`src/rtl/seg7_scan_reader_if.sv`:
```
// Bundle of the scanned-display sense signals and the decoded results.
//   segIn       : {dp, A..G} sensed from the display, active-high, asynchronous to clk
//   digitSelIn  : one-hot digit select sensed from the display, asynchronous to clk
//   valOut      : decoded nibble per digit, digit i at [4i+3:4i]
//   dpOut       : captured decimal point per digit
//   validOut    : digit holds a recognised, non-stale hex pattern
//   errOut      : last capture of the digit was neither hex nor blank
//   newOut      : one-cycle pulse per capture
//   digitIdxOut : index of the captured digit, meaningful while newOut=1
// master drives the display side; slave is the reader.
interface seg7_scan_reader_if #(
   parameter int unsigned DIGITS = 4
);
   logic [7:0]          segIn;
   logic [DIGITS-1:0]   digitSelIn;
   logic [4*DIGITS-1:0] valOut;
   logic [DIGITS-1:0]   dpOut;
   logic [DIGITS-1:0]   validOut;
   logic [DIGITS-1:0]   errOut;
   logic                newOut;
   logic [2:0]          digitIdxOut;

   modport master (
      output segIn, digitSelIn,
      input  valOut, dpOut, validOut, errOut, newOut, digitIdxOut
   );

   modport slave (
      input  segIn, digitSelIn,
      output valOut, dpOut, validOut, errOut, newOut, digitIdxOut
   );
endinterface

```
`src/rtl/seg7_scan_reader.sv`:
```
// Receive side of a multiplexed 7-segment display. Synchronises the sensed segment bus
// and digit select, waits for a stable run, then decodes the pattern back to a hex
// nibble, decimal point and status for the selected digit.
// Ports:
//   clk  : system clock
//   rstN : asynchronous active-low reset
//   bus  : seg7_scan_reader_if slave (segIn/digitSelIn in, decoded results out)
module seg7_scan_reader #(
   parameter int unsigned DIGITS         = 4,
   parameter int unsigned STABLE_CYCLES  = 4,
   parameter int unsigned TIMEOUT_CYCLES = 65535
) (
   input logic               clk,
   input logic               rstN,
   seg7_scan_reader_if.slave bus
);
   localparam int unsigned CntW = $clog2(STABLE_CYCLES + 1);
   localparam int unsigned TmoW = $clog2(TIMEOUT_CYCLES + 1);
   localparam logic [CntW-1:0] CntMax = CntW'(STABLE_CYCLES);
   localparam logic [TmoW-1:0] TmoMax = TmoW'(TIMEOUT_CYCLES);

   localparam logic [1:0] StIdle  = 2'd0;
   localparam logic [1:0] StTrack = 2'd1;
   localparam logic [1:0] StHeld  = 2'd2;

   logic [7:0]          segMeta, sSeg, prevSeg;
   logic [DIGITS-1:0]   selMeta, sSel, prevSel;
   logic [CntW-1:0]     cnt, cntD;
   logic [1:0]          state, stateD;
   logic [4*DIGITS-1:0] valQ;
   logic [DIGITS-1:0]   dpQ, validQ, errQ;
   logic                newQ;
   logic [2:0]          idxQ, capIdx;
   logic [TmoW-1:0]     tmo [DIGITS];

   logic       oneHot, changed, capture, hit, blank;
   logic [3:0] nib;

   // Returns {hit, nibble}; dp is excluded by the caller.
   function automatic logic [4:0] decodeHex(input logic [6:0] p);
      case (p)
         7'b1111110: decodeHex = 5'h10;
         7'b0110000: decodeHex = 5'h11;
         7'b1101101: decodeHex = 5'h12;
         7'b1111001: decodeHex = 5'h13;
         7'b0110011: decodeHex = 5'h14;
         7'b1011011: decodeHex = 5'h15;
         7'b1011111: decodeHex = 5'h16;
         7'b1110000: decodeHex = 5'h17;
         7'b1111111: decodeHex = 5'h18;
         7'b1111011: decodeHex = 5'h19;
         7'b1110111: decodeHex = 5'h1A;
         7'b0011111: decodeHex = 5'h1B;
         7'b1001110: decodeHex = 5'h1C;
         7'b0111101: decodeHex = 5'h1D;
         7'b1001111: decodeHex = 5'h1E;
         7'b1000111: decodeHex = 5'h1F;
         default:    decodeHex = 5'h00;
      endcase
   endfunction

   always_comb begin
      oneHot  = (sSel != '0) && ((sSel & (sSel - DIGITS'(1))) == '0);
      changed = {sSel, sSeg} != {prevSel, prevSeg};
      if (changed)            cntD = CntW'(1);
      else if (cnt == CntMax) cntD = cnt;
      else                    cntD = cnt + CntW'(1);

      {hit, nib} = decodeHex(sSeg[6:0]);
      blank      = (sSeg[6:0] == 7'b0);

      capIdx = 3'd0;
      for (int i = 0; i < int'(DIGITS); i++) begin
         if (sSel[i]) capIdx = 3'(i);
      end

      capture = 1'b0;
      stateD  = state;
      case (state)
         StIdle: begin
            if (oneHot) stateD = StTrack;
         end
         StTrack: begin
            if (!oneHot) begin
               stateD = StIdle;
            end else if (!changed && cntD == CntMax) begin
               capture = 1'b1;
               stateD  = StHeld;
            end
         end
         StHeld: begin
            if (!oneHot)      stateD = StIdle;
            else if (changed) stateD = StTrack;
         end
         default: stateD = StIdle;
      endcase
   end

   always_ff @(posedge clk or negedge rstN) begin
      if (!rstN) begin
         segMeta <= '0;
         sSeg    <= '0;
         prevSeg <= '0;
         selMeta <= '0;
         sSel    <= '0;
         prevSel <= '0;
         cnt     <= '0;
         state   <= StIdle;
         valQ    <= '0;
         dpQ     <= '0;
         validQ  <= '0;
         errQ    <= '0;
         newQ    <= 1'b0;
         idxQ    <= '0;
         for (int i = 0; i < int'(DIGITS); i++) tmo[i] <= '0;
      end else begin
         segMeta <= bus.segIn;
         sSeg    <= segMeta;
         selMeta <= bus.digitSelIn;
         sSel    <= selMeta;
         prevSeg <= sSeg;
         prevSel <= sSel;
         cnt     <= cntD;
         state   <= stateD;
         newQ    <= capture;
         if (capture) idxQ <= capIdx;
         for (int i = 0; i < int'(DIGITS); i++) begin
            if (capture && sSel[i]) begin
               dpQ[i] <= sSeg[7];
               tmo[i] <= '0;
               if (hit) begin
                  valQ[4*i +: 4] <= nib;
                  validQ[i]      <= 1'b1;
                  errQ[i]        <= 1'b0;
               end else begin
                  // Blank and unrecognised patterns keep the old nibble.
                  validQ[i] <= 1'b0;
                  errQ[i]   <= !blank;
               end
            end else begin
               if (tmo[i] != TmoMax) tmo[i] <= tmo[i] + TmoW'(1);
               // Stale on the edge the counter reaches its limit.
               if (tmo[i] == TmoMax - TmoW'(1)) validQ[i] <= 1'b0;
            end
         end
      end
   end

   assign bus.valOut      = valQ;
   assign bus.dpOut       = dpQ;
   assign bus.validOut    = validQ;
   assign bus.errOut      = errQ;
   assign bus.newOut      = newQ;
   assign bus.digitIdxOut = idxQ;
endmodule
```
`src/flat_wrapper.sv`:
```
// flat-port wrapper written by rule: the top's interface ports become plain ports
module seg7_scan_reader_flat 
#(
   parameter int unsigned DIGITS         = 4,
   parameter int unsigned STABLE_CYCLES  = 4,
   parameter int unsigned TIMEOUT_CYCLES = 65535
)
  (clk, rstN, bus_segIn, bus_digitSelIn, bus_valOut, bus_dpOut, bus_validOut, bus_errOut, bus_newOut, bus_digitIdxOut);
  seg7_scan_reader_if #(.DIGITS(DIGITS)) bus_i ();
  input logic clk;
  input logic rstN;
  input wire logic [$bits(bus_i.segIn)-1:0] bus_segIn;
  input wire logic [$bits(bus_i.digitSelIn)-1:0] bus_digitSelIn;
  output wire logic [$bits(bus_i.valOut)-1:0] bus_valOut;
  output wire logic [$bits(bus_i.dpOut)-1:0] bus_dpOut;
  output wire logic [$bits(bus_i.validOut)-1:0] bus_validOut;
  output wire logic [$bits(bus_i.errOut)-1:0] bus_errOut;
  output wire logic [$bits(bus_i.newOut)-1:0] bus_newOut;
  output wire logic [$bits(bus_i.digitIdxOut)-1:0] bus_digitIdxOut;
  assign bus_i.segIn = bus_segIn;
  assign bus_i.digitSelIn = bus_digitSelIn;
  assign bus_valOut = bus_i.valOut;
  assign bus_dpOut = bus_i.dpOut;
  assign bus_validOut = bus_i.validOut;
  assign bus_errOut = bus_i.errOut;
  assign bus_newOut = bus_i.newOut;
  assign bus_digitIdxOut = bus_i.digitIdxOut;
  seg7_scan_reader #(.DIGITS(DIGITS), .STABLE_CYCLES(STABLE_CYCLES), .TIMEOUT_CYCLES(TIMEOUT_CYCLES)) u_core (.clk(clk), .rstN(rstN), .bus(bus_i));
endmodule
```
`config.mk`:
```
export PLATFORM = sky130hd
export DESIGN_NAME = seg7_scan_reader_flat
export DESIGN_NICKNAME = d
export VERILOG_FILES = /design/src/rtl/seg7_scan_reader_if.sv /design/src/rtl/seg7_scan_reader.sv /design/src/flat_wrapper.sv
export SDC_FILE = /design/constraint.sdc
export NUM_CORES = 1
export LEC_CHECK = 0
export BUFFER_PORTS_ARGS = -buffer_cell sky130_fd_sc_hd__buf_4
export CAP_MARGIN = 25
export CORE_MARGIN = 2
export CORE_UTILIZATION = 55
export DETAILED_ROUTE_END_ITERATION = 10
export PLACE_DENSITY = 0.78
export SYNTH_ARGS = -nofsm -noshare
export SYNTH_HDL_FRONTEND = slang
export SYNTH_SLANG_ARGS = --single-unit
```
`constraint.sdc`:
```
create_clock -name clk -period 3.25 [get_ports clk]
set_clock_uncertainty 0.1 [all_clocks]
set_input_delay 0.1625 -clock clk [delete_from_list [all_inputs] [get_ports clk]]
set_output_delay 0.1625 -clock clk [all_outputs]
set_load 0.03 [all_outputs]
```
### Yosys cells after proc, flatten, opt, wreduce, memory -nomap -nowiden

Index checks and enable logic that the tools add are counted.

* register bits after elaboration: 137
* input port bits: 14
* output and inout port bits: 32
* logic and storage cells: 127

* $add $sub $neg: 6
* equality and inequality tests: 32
* mux-type cells: 33
* bitwise gates (word level): 1
* reductions and logical operators: 25

Operator list (count)
* 16-bit 2-to-1 mux: 8
* 7-bit equality test, second input constant: 12
* 5-bit one-hot mux with 16 select lines: 1
* 16-bit by 1-bit adder with 16-bit output, second input constant: 4
* 16-bit equality test, second input constant: 4
* 16-bit inequality test, second input constant: 4
* 7-bit by 6-bit equality test with 1-bit output, second input constant: 3
* 2-bit nonzero test: 8
* 1-bit 2-to-1 mux: 14
* 2-bit 2-to-1 mux: 7
* 12-bit inequality test: 1
* 2-bit AND reduction: 4
* 7-bit by 5-bit equality test with 1-bit output, second input constant: 1
* 7-bit logical NOT: 1
* 3-bit equality test, second input constant: 2
* 1-bit logical AND: 6
* 3-bit 2-to-1 mux: 2
* 3-bit inequality test, second input constant: 2
* 2-bit one-hot mux with 3 select lines: 1
* 4-bit AND: 1
* 4-bit logical NOT: 1
* 4-bit nonzero test: 1
* 4-bit by 1-bit subtractor with 4-bit output, second input constant: 1
* 3-bit by 1-bit adder with 3-bit output, second input constant: 1
* 6 further kinds: 7

### Depth between registers and ports, before layout

* depth after elaboration: 10
* mapped depth: 10
* gate-level depth less buffers: 8

### Worst setup path after synthesis

OpenSTA, ideal clock, no wires.

* path kind: reg-to-reg
* from: reg u_core.cnt[0]
* to: reg u_core.errQ[2] (netlist: u_core.bus.errOut[2])
* setup time: 0.127 ns
* arrival: 2.254 ns
* required time: 3.023 ns
* setup slack: 0.768 ns
* stages on the path, launching flop included: 10
* path buffers: 2
* clock period less this slack: 2.482 ns
* cells stage by stage: dfrtp_1 -> inv_1 -> ha_1 -> or3b_1 -> a311oi_2 -> and3b_1 -> buf_6 -> and3_1 -> buf_4 -> mux2_1

* cells in the longest elaborated chain, start to end: 9
* elaborated cells between the ends (all ways): 10
* those cells by class: add/sub: 1; eq/ne: 2; mux: 5; reduce/logical: 2

RTL lines
* from (decl): line seg7_scan_reader.sv:28 `logic [CntW-1:0] cnt, cntD;`
* from (signal assigned): line seg7_scan_reader.sv:123 `cnt <= cntD;`
* 3-bit by 1-bit adder with 3-bit output or 3-bit equality test (tied branches): line seg7_scan_reader.sv:67, seg7_scan_reader.sv:66
* 3-bit 2-to-1 mux *: line seg7_scan_reader.sv:66 `else if (cnt == CntMax) cntD = cnt;`
* 3-bit 2-to-1 mux *: line seg7_scan_reader.sv:65 `if (changed) cntD = CntW'(1);`
* 3-bit equality test *: line seg7_scan_reader.sv:86 `end else if (!changed && cntD == CntMax) begin`
* 1-bit logical AND *: line seg7_scan_reader.sv:86
* 1-bit 2-to-1 mux *: line seg7_scan_reader.sv:86
* 1-bit 2-to-1 mux *: line seg7_scan_reader.sv:84 `if (!oneHot) begin`
* 1-bit 2-to-1 mux *: line seg7_scan_reader.sv:79 `case (state)`
* 1-bit logical AND *: line seg7_scan_reader.sv:128 `if (capture && sSel[i]) begin`
* to (signal, indexed assignment): line seg7_scan_reader.sv:138 `errQ[i] <= !blank;`
* to (decl): line seg7_scan_reader.sv:31 `logic [DIGITS-1:0] dpQ, validQ, errQ;`

Every way passes the cells marked *; elsewhere a longest branch is shown, timed or not.
A chain may end at the register's enable or synchronous reset.

### Worst setup path in the final report

* from: reg u_core.cnt[0]
* to: reg u_core.validQ[0] (netlist: u_core.bus.validOut[0])

* cells in the longest elaborated chain, start to end: 10
* elaborated cells between the ends (all ways): 12
* those cells by class: add/sub: 1; eq/ne: 2; mux: 6; reduce/logical: 3

RTL lines
* 3-bit by 1-bit adder with 3-bit output or 3-bit equality test (tied branches): line seg7_scan_reader.sv:67, seg7_scan_reader.sv:66
* 3-bit 2-to-1 mux *: line seg7_scan_reader.sv:66
* 3-bit 2-to-1 mux *: line seg7_scan_reader.sv:65
* 3-bit equality test *: line seg7_scan_reader.sv:86
* 1-bit logical AND *: line seg7_scan_reader.sv:86
* 1-bit 2-to-1 mux *: line seg7_scan_reader.sv:86
* 1-bit 2-to-1 mux *: line seg7_scan_reader.sv:84
* 1-bit 2-to-1 mux *: line seg7_scan_reader.sv:79
* 1-bit logical AND *: line seg7_scan_reader.sv:128
* 1-bit 2-to-1 mux or 2-bit nonzero test (tied branches)
* to (signal, indexed assignment): line seg7_scan_reader.sv:133 `validQ[i] <= 1'b1;`
* to (signal, indexed assignment): line seg7_scan_reader.sv:137 `validQ[i] <= 1'b0;`
* to (signal, indexed assignment): line seg7_scan_reader.sv:143 `if (tmo[i] == TmoMax - TmoW'(1)) validQ[i] <= 1'b0;`
* to (decl): line seg7_scan_reader.sv:31

Marks and branches as above.

==> flow_summary.yaml <==
detailed_routing:
  vias_per_cell: 5.652
  met2_length_um: 6457
  wl_met1_um: 5740
  drt_wl_total_um: 12820
  highest_layer: "met4"
  met3_length_um: 477
  wl_per_cell_um: 15.86
  drc: 0
  vias: 4567
  drt_first_pass_iters: 4
  drt_iter0_drc: 335
  drtAntennaViolNets: 0
floorplanning:
  die_area_um2: 12490
  num_io_pins: 46
  die_y_um: 111.8
  rows: 39
  die_w_um: 111.8
  core_um2: 11370
  start_util_pct: 56.17
worst_hold_path:
  whs_path_depth: 0
  hp-class: "reg2reg"
  min_to: "u_core.sSeg[4]$_DFF_PN0_"
  hp-start: "u_core.segMeta[4]$_DFF_PN0_"
placement:
  numPortBuffers: 44
  place_ws_ns: 0.4254
  gp_congestion: 0.8734
  dpl.hpwl_um: 8508
setup_path:
  critPathRequiredTime_ns: 3.44
  cp.arrival_ns: 3.04
  crit_fanout: 17
  reg2reg_slack_ns: 0.40
  path_class: "reg2reg"
  r2r_start: "u_core.cnt[0]$_DFF_PN0_"
  slowest_stage: "and3b_1"
  startpoint_type: "flip-flop"
  path_cells: "inv_1, ha_1, or3b_1, a311oi_2, and3b_1, and3_1, buf_4, o21bai_1"
  worst_r2r_path_depth: 8
  r2r-end: "u_core.bus.validOut[0]$_DFFE_PN0P_"
  max_stage_delay_ns: 0.47
  end_kind: "flip-flop"
layout:
  final_common_cell: "dfrtp_1"
  fin_util_pct: 66.48
  nets: 676
  nFillCells: 848
  syn_to_final_growth_pct: 18.36
  seqCellArea_um2: 3403
  antennaDiodeCount: 0
  layout-drive-gt1-share_pct: 16.09
  mostFrequentLayoutCells: "dfrtp_1 (136), nor2_1 (74), buf_4 (49)"
  multiInputGateArea_um2: 2790
power:
  p_leak_nw: 3.486
  finalPower_w: 0.003908
  ir_worst_vdd_mv: 0.5092
  power.density_nw_per_um2: 517.0
grt:
  grt_pass1_wl_um: 21760
  grt_max_degree: 81
  antenna_found_initial: 0
  grt_overflow: 0
  grt_pass1_vias: 4555
  grt_usage_pct: 21.78
logic_synthesis:
  synth.avg_cell_area_um2: 10.71
  synth_enable_flop_cells: 0
  synth_seq_area_share_pct: 53.29
  yosysWarningCount: 0
  synth_cell_types: 63
  syn_area_um2: 6386
  ys.flop_type: "dfrtp_1"
  synthesis.nets: 620
  synth-seq-cells: 136
  synth_cells: 596
  async_flop_share_pct: 100.0
timing:
  fin_crit_ns: 2.846
  holdWs_ns: 0.2472
  setup_violations: 0
  fmax_mhz: 351.4
  tightest_slew_ns: 0.8119
  rsz0062_at_grt: "false"
  fin_setup_tns_ns: 0
  hold_viol: 0
  relSlewSlack_pct: 45.74
  period_share_pct: 87.57
  final_max_slew_viol_count: 0
  setup_ws_ns: 0.4041
clocking:
  clk_pin_slew_ns: 0.06
  clock-root-buffer: "clkbuf_16"
  tritoncts: "built"
  cts_buffers: 17
  clk_latency_ns: 0.41
  cts_resized: 0
  clock_sinks: 136
  h-tree-depth: 4
  clk_path_buf_depth: 2
run:
  cap_violations: 0
status:
  status: "completed"
[sequential cells by signal, summed over array words and instances (netlist names)]
signal and count:
u_core.prevSel 4, u_core.bus.valOut 16, u_core.segMeta 8, u_core.bus.errOut 4, u_core.sSel 4, u_core.tmo 64, u_core.bus.newOut 1, u_core.bus.validOut 4
u_core.prevSeg 8, u_core.cnt 3, u_core.sSeg 8, u_core.state 2, u_core.bus.dpOut 4, u_core.selMeta 4, u_core.bus.digitIdxOut 2
[logic make-up (layout without fill, tap and decap cells)]
kind of cell,Yosys count,after routing,synth area share [%]
multiplexers,18,18,3.585
AO/OA/AOI/OAI,77,77,7.602
other,1,1,0.05872
adder cells (fa/ha/maj),10,10,1.959
XOR/XNOR,62,62,8.503
buffers and inverters,34,103,3.017
flip-flops,136,136,53.29
AND/OR/NAND/NOR,258,258,21.98
[through the flow]
| stage | std cells | area, um^2 |
|---|---|---|
| 6_report | 808 | 7559 |
| 4_1_cts | 808 | 7559 |
| 3_5_place_dp | 763 | 6790 |
| 2_1_floorplan | 596 | 6386 |
| 3_3_place_gp | 763 | 6790 |
| 5_1_grt | 808 | 7559 |
[layer usage]
layer / global-route usage, % / up-vias
met3: 5.716 / 14
met4: 7.984 / 0
met1: 27.99 / 2270
met2: 35.84 / 94
li1: - / 2189
met5: 0 / -
[critical path, delay by kind of cell (launching register included)]
kind / cells / cell delay [ns]
buffers and inverters: 2 / 0.35
flip-flops: 1 / 0.44
AO/OA/AOI/OAI: 2 / 0.39
adder cells (fa/ha/maj): 1 / 0.24
AND/OR/NAND/NOR: 3 / 1.22
[synthesized netlist by cell type, drive strengths merged, types with 2 or more instances]
cell	number	area, um^2
o31ai	2	15.01
a211o	2	17.52
or2	3	18.77
nor2	78	322.8
inv	8	30.03
a21oi	17	85.08
o21ai	32	160.2
nor3b	3	22.52
ha	10	125.1
or3	4	25.02
clkbuf	4	15.01
buf	22	147.6
and4	4	35.03
nand3b	3	22.52
nand4	20	137.6
nand2	45	168.9
o211ai	3	22.52
nor4bb	3	30.03
mux2	18	229.0
nor2b	3	18.77
and2	11	68.82
or3b	2	17.52
nor3	6	41.29
nor4b	3	38.79
xor2	35	306.5
dfrtp	136	3403
nor4	4	55.05
and3	19	118.9
xnor2	27	236.5
o21bai	4	30.03
nand3	42	220.2
a211oi	4	30.03
[worst max path at each step]
stage	from	end	slack (ns)	depth (start not counted)
floorplan	u_core.cnt[0]$_DFF_PN0_	u_core.bus.errOut[2]$_DFFE_PN0P_	0.77	9
CTS	u_core.cnt[0]$_DFF_PN0_	u_core.bus.errOut[0]$_DFFE_PN0P_	0.41	7
global route	u_core.cnt[0]$_DFF_PN0_	u_core.bus.valOut[4]$_DFFE_PN0P_	0.26	8
global placement	u_core.cnt[0]$_DFF_PN0_	u_core.bus.valOut[6]$_DFFE_PN0P_	0.56	8
detailed placement	u_core.cnt[0]$_DFF_PN0_	u_core.bus.valOut[6]$_DFFE_PN0P_	0.43	8
finish	u_core.cnt[0]$_DFF_PN0_	u_core.bus.validOut[0]$_DFFE_PN0P_	0.40	8
[what timing repair did]
action | CTS | global route
hold endpoints to repair | 68 | 0
buffers inserted | 0 | 0
hold buffers | 13 | 0
[cell type report]
cell class / count / share of cell area (%)
multi-input combinational: 426 / 36.91
clock inverter: 14 / 2.632
tap: 143 / 2.367
timing repair buffer: 63 / 6.853
clock buffer: 18 / 5.810
sequential: 136 / 45.03
inverter: 8 / 0.3973
[power breakdown]
group / internal, W / total, W / switching, W
registers: 0.00172 / 0.00175 / 0.0000333
clock network: 0.00131 / 0.00204 / 0.000727
logic: 0.0000506 / 0.000121 / 0.0000703
total: 0.00308 / 0.00391 / 0.000830
Note: power is estimated with default switching activity, not from simulation.
